**src/rtl/keypad_pkg.sv**
```systemverilog
// Shared types and helpers for the 4x4 keypad scanner.
package keypad_pkg;

    localparam int NUM_ROWS = 4;
    localparam int NUM_COLS = 4;
    localparam int KEY_W    = 4;

    typedef enum logic [1:0] {
        SCAN     = 2'd0,
        DEBOUNCE = 2'd1,
        HELD     = 2'd2
    } scan_state_e;

    // Lowest-numbered active-low row wins when several are down.
    function automatic logic [1:0] low_row(input logic [NUM_ROWS-1:0] rows);
        logic [1:0] idx;
        idx = 2'd0;
        priority case (1'b1)
            !rows[0]: idx = 2'd0;
            !rows[1]: idx = 2'd1;
            !rows[2]: idx = 2'd2;
            !rows[3]: idx = 2'd3;
            default:  idx = 2'd0;
        endcase
        return idx;
    endfunction

    function automatic logic [NUM_COLS-1:0] col_drive(input logic [1:0] idx);
        return ~(4'b0001 << idx);
    endfunction

endpackage

```
**src/rtl/keypad_slot_tick.sv**
```systemverilog
// Column slot timer: free-running 0..SCAN_DIV-1 counter with a sample strobe
// on the last count of each slot.
module keypad_slot_tick #(
    parameter int SCAN_DIV = 25000
) (
    input  logic clk,
    input  logic rst,
    output logic sample
);

    localparam int CW = $clog2(SCAN_DIV);
    localparam logic [CW-1:0] LAST = CW'(SCAN_DIV - 1);

    logic [CW-1:0] cnt;

    always_ff @(posedge clk or posedge rst) begin
        if (rst) begin
            cnt <= '0;
        end else if (cnt == LAST) begin
            cnt <= '0;
        end else begin
            cnt <= cnt + CW'(1);
        end
    end

    assign sample = (cnt == LAST);

endmodule

```
**src/rtl/keypad_scan.sv**
```systemverilog
// 4x4 keypad scanner: one-cold column drive, row synchronizer, single-key
// debounce with a one-cycle valid pulse and a held flag until release.
module keypad_scan
    import keypad_pkg::*;
#(
    parameter int SCAN_DIV     = 25000,
    parameter int DEBOUNCE_CNT = 4
) (
    input  logic             clk,
    input  logic             rst,
    input  logic [3:0]       row_in,
    output logic [3:0]       col_out,
    output logic [KEY_W-1:0] key_code,
    output logic             key_valid,
    output logic             key_held
);

    localparam int DW = $clog2(DEBOUNCE_CNT + 1);
    localparam logic [DW-1:0] DMAX = DW'(DEBOUNCE_CNT);

    logic [NUM_ROWS-1:0] row_s1;
    logic [NUM_ROWS-1:0] row_s2;
    logic                sample;

    scan_state_e state, state_n;
    logic [1:0]        col_idx, col_n;
    logic [1:0]        cand_row, cand_row_n;
    logic [1:0]        cand_col, cand_col_n;
    logic [DW-1:0]     dcnt, dcnt_n, dcnt_inc;
    logic [KEY_W-1:0]  key_code_n;
    logic              key_valid_n;
    logic              key_held_n;
    logic              pressed;
    logic [1:0]        hit_row;

    keypad_slot_tick #(
        .SCAN_DIV(SCAN_DIV)
    ) u_tick (
        .clk   (clk),
        .rst   (rst),
        .sample(sample)
    );

    always_ff @(posedge clk or posedge rst) begin
        if (rst) begin
            row_s1 <= '0;
            row_s2 <= '0;
        end else begin
            row_s1 <= row_in;
            row_s2 <= row_s1;
        end
    end

    assign pressed  = ~&row_s2;
    assign hit_row  = low_row(row_s2);
    assign dcnt_inc = (dcnt == '1) ? dcnt : dcnt + DW'(1);

    always_comb begin
        state_n     = state;
        col_n       = col_idx;
        cand_row_n  = cand_row;
        cand_col_n  = cand_col;
        dcnt_n      = dcnt;
        key_code_n  = key_code;
        key_held_n  = key_held;
        key_valid_n = 1'b0;
        if (sample) begin
            unique case (state)
                SCAN: begin
                    if (pressed) begin
                        cand_row_n = hit_row;
                        cand_col_n = col_idx;
                        dcnt_n     = DW'(1);
                        state_n    = DEBOUNCE;
                    end else begin
                        col_n = col_idx + 2'd1;
                    end
                end
                DEBOUNCE: begin
                    if (pressed && hit_row == cand_row) begin
                        if (dcnt_inc >= DMAX) begin
                            key_code_n  = {cand_row, cand_col};
                            key_valid_n = 1'b1;
                            key_held_n  = 1'b1;
                            dcnt_n      = '0;
                            state_n     = HELD;
                        end else begin
                            dcnt_n = dcnt_inc;
                        end
                    end else begin
                        dcnt_n  = '0;
                        col_n   = col_idx + 2'd1;
                        state_n = SCAN;
                    end
                end
                HELD: begin
                    // Only the frozen column is driven, so any low row is the held key.
                    if (pressed) begin
                        dcnt_n = '0;
                    end else if (dcnt_inc >= DMAX) begin
                        key_held_n = 1'b0;
                        dcnt_n     = '0;
                        col_n      = col_idx + 2'd1;
                        state_n    = SCAN;
                    end else begin
                        dcnt_n = dcnt_inc;
                    end
                end
                default: begin
                    state_n = SCAN;
                    dcnt_n  = '0;
                end
            endcase
        end
    end

    always_ff @(posedge clk or posedge rst) begin
        if (rst) begin
            state     <= SCAN;
            col_idx   <= 2'd0;
            col_out   <= 4'b1110;
            cand_row  <= 2'd0;
            cand_col  <= 2'd0;
            dcnt      <= '0;
            key_code  <= '0;
            key_valid <= 1'b0;
            key_held  <= 1'b0;
        end else begin
            state     <= state_n;
            col_idx   <= col_n;
            col_out   <= col_drive(col_n);
            cand_row  <= cand_row_n;
            cand_col  <= cand_col_n;
            dcnt      <= dcnt_n;
            key_code  <= key_code_n;
            key_valid <= key_valid_n;
            key_held  <= key_held_n;
        end
    end

endmodule
```
**config.mk**
```make
export PLATFORM = sky130hd
export DESIGN_NAME = keypad_scan
export DESIGN_NICKNAME = d
export VERILOG_FILES = /design/src/rtl/keypad_pkg.sv /design/src/rtl/keypad_slot_tick.sv /design/src/rtl/keypad_scan.sv
export SDC_FILE = /design/constraint.sdc
export NUM_CORES = 1
export LEC_CHECK = 0
export CAP_MARGIN = 20
export CELL_PAD_IN_SITES_DETAIL_PLACEMENT = 0
export CELL_PAD_IN_SITES_GLOBAL_PLACEMENT = 1
export CORE_UTILIZATION = 49
export DETAILED_ROUTE_END_ITERATION = 10
export PLACE_DENSITY_LB_ADDON = 0.1
export SLEW_MARGIN = 0
export SYNTH_ARGS = -nofsm -noshare
export SYNTH_HDL_FRONTEND = slang
export SYNTH_SLANG_ARGS = --single-unit
```
**constraint.sdc**
```tcl
create_clock -name clk -period 5.9 [get_ports clk]
set_clock_uncertainty 0.15 [all_clocks]
set_input_delay 0.59 -clock clk [delete_from_list [all_inputs] [get_ports clk]]
set_output_delay 0.59 -clock clk [all_outputs]
set_load 0.005 [all_outputs]
```
==> key figures <==
Synth
  • Area leader, netlist: dfrtp_1
  • Post-synth cell types: 48
  • Post-synth top flop: dfrtp_1
  • Mean Syn Cell Area: about 11 µm²
  • Ys async rst share: 100%
  • Mapped Cells: 185
  • Synth top area share: about half
  • Mapped Nets: a little under 200
  • Synth Register Bits: 44
  • Mapped cell area: about 2000 µm²
  • Ranking of synthesized cells by area: dfrtp_1 (51%), dfstp_2 (3.9%), nor2_1 (3.5%)
  • Yosys warning total: 0
  • Sequential fraction of the synthesis area: a little over half
  • EDFF count, synth: 0

CTS
  • Clock Sinks: 44
  • Root Buffer: clkbuf_8
  • # resized after CTS: 0
  • Worst-Skew Late Latency: between 300 and 400 ps
  • CTS Buffer Depth: 2
  • Post-CTS Setup Inserts: 0
  • Reg clk slew, reported paths: ~90 ps
  • CTS Buf Count: 5
  • CTS tree: yes
  • H-tree levels: 2
  • Hold-fix buffers at CTS: 0

Floorplanning
  • Row Count: 22
  • Die Wd: roughly 66 µm
  • Initial Utilization: between 50% and 60%
  • I/O pins: 16
  • Core outline area: 3800 µm²
  • Die height: 66.1 µm
  • Full die area: about 4400 µm²

Place
  • Placed insts: approximately 250
  • Post-DP HPWL: 2.62 mm
  • Placer Congestion: around 0.86
  • IO Port Bufs: 15
  • Placed cell areas: 2210 µm²

Layout
  • Antenna Cells: 0
  • Post-Layout Inst Area: between 2000 and 2500 µm²
  • Layout area overhead: 15.8%
  • Finished Layout Cells: 253
  • Util after Layout: between 60% and 70%
  • Layout cells sized above 1: between 10% and 20%
  • Final nets: about 210

Pwr
  • Peak VDD IR: 0.199 mV
  • Leakage: a little over 1 nW
  • Pwr per Cell Area: approximately 240 nW/µm²

GRT
  • Antenna violations before repair: 0
  • Largest net degree at the start of global routing: 45
  • Overflow after GRT: 0
  • Vias in the first global route: 1,371
  • First-pass GRT wire length: around 6.3 mm
  • GR Util All Layers: roughly a fifth

Timing
  • Slew at the pin with the worst max-slew slack: ~760 ps
  • Rel. slew slack: 48.8%
  • Final hold vios: 0
  • RSZ-0062 raised after global routing: no
  • Final setup TNS: 0 ps
  • Tmin final: ~2700 ps
  • Top achievable clock speed: 375 MHz
  • Final cycle utilization of the critical path: between 40 and 50%
  • Max Slew Vio Count: 0
  • Setup-failing EPs final: 0

Setup path
  • Crit path cell chain: or4b_4, nor4_4, nand3_2, mux2_1
  • Crit end category: register
  • Worst Setup Path Type: reg -> reg
  • CP delay by family, top: simple AND/OR/NAND/NOR gates
  • CP max-delay cell: nor4_4
  • Crit start category: register
  • CP Data Arrival Time: 2710 ps
  • Slowest stage delay, CP: roughly 710 ps
  • WP buf/inv: 0
  • CP required: 5950 ps
  • CP max FO: 15

Run status
  • Status: completed

Drt
  • DRT Pass-1 Iters: 4
  • Vias: 1,419
  • Total wire length: ~3.6 mm
  • Post-route DRC: 0
  • Post-DRT Antenna Nets: 0
  • WL per Instance: 14.4 µm
  • Vias per cell: approximately 5.6
  • Drt first-iter violations: 56

Run
  • Max Cap Viol: 0

Worst hold path
  • Worst hold path class: reg -> reg
==> cells in the mapped netlist (4+ instances only) <==
cell     count
and2_1       4
inv_1        5
xor2_1       7
mux2_2       4
nand2_1     16
a21oi_1      6
nand3_1     12
o21ai_0      8
and3_1       4
dfrtp_1     41
nor2_1      19
xnor2_1      5
==> path summary, 6_finish.rpt <==
check / cells after the start / end / from / slack (ps)
min in group asynchronous: 3 / u_tick.cnt[13] / rst / 560
worst max-delay path: 4 / cand_col[1] / u_tick.cnt[4] / 3230
worst min register to register: 0 / row_s2[3] / row_s1[3] / 200
max in group asynchronous: 3 / row_s1[0] / rst / 4660
worst min-delay path: 0 / row_s2[3] / row_s1[3] / 200
worst max register to register: 4 / cand_col[1] / u_tick.cnt[4] / 3230
==> worst register-to-register path: cells and delay by family, from the launching register on <==
family,cells,cell delay [ps]
and+or+nand+nor,3,1600
muxes,1,390
DFF,1,430
==> layer usage <==
metal / part of all wire, % / global-route usage [%]
met5: 0 / 0
met1: 49 / 26.8
met2: 45 / 29.2
met3: 4.4 / 6.72
met4: 1.5 / 7.98
==> stage by stage <==
step | setup slack, ps | total power [mW] | hold slack (ps)
3_3_place_gp | 3290 | 0.325 | 182
2_1_floorplan | 3800 | 0.319 | 181
5_1_grt | 3050 | 0.573 | 215
6_report | 3230 | 0.554 | 203
3_5_place_dp | 3200 | 0.326 | 186
4_1_cts | 3190 | 0.559 | 206
==> sequential cells by signal, summed over array words and instances (netlist names), 3 cells and up <==
register    count
dcnt            3
key_code        4
col_out         4
row_s2          4
u_tick.cnt     15
row_s1          4
==> cell usage in the layout (no fill, tap or decap), types with 3 or more instances in the layout <==
cell,synthesis,final
dfrtp_1,41,41
nand2_1,16,16
xnor2_1,5,5
dfstp_2,3,3
clkdlybuf4s50_1,0,15
nor3_1,3,3
o21ai_0,8,8
a21oi_1,6,6
and4_1,3,3
mux2_2,4,4
nand3_1,12,12
xor2_1,7,7
inv_1,5,5
nor2_1,19,19
and3_1,4,4
nand4_1,3,3
clkbuf_8,0,5
and2_1,4,4
==> final cells by class <==
| cell class | count | area [µm²] |
|---|---|---|
| clock inverter | 3 | 47.5 |
| timing repair buffer | 16 | 158 |
| tap | 48 | 60.1 |
| multi-input combinational | 132 | 871 |
| fill | 314 | 1470 |
| sequential | 44 | 1100 |
| inverter | 5 | 18.8 |
| clock buffer | 5 | 68.8 |
==> logic make-up after synthesis <==
| family | Yosys count | synth area share (%) |
|---|---|---|
| AOI/OAI and AO/OA | 22 | 6.72 |
| xor gates and xnor gates | 12 | 5.23 |
| adders and majority gates | 2 | 1.24 |
| buffers and inverters | 9 | 1.74 |
| DFF | 44 | 54.9 |
| muxes | 7 | 3.80 |
| and+or+nand+nor | 89 | 26.3 |
==> power breakdown <==
group	switching, mW	total [mW]	internal, mW
combinational	0.00803	0.0128	0.00478
clock	0.107	0.234	0.127
sequential	0.00222	0.306	0.304
Note: power is estimated with default switching activity, not from simulation.
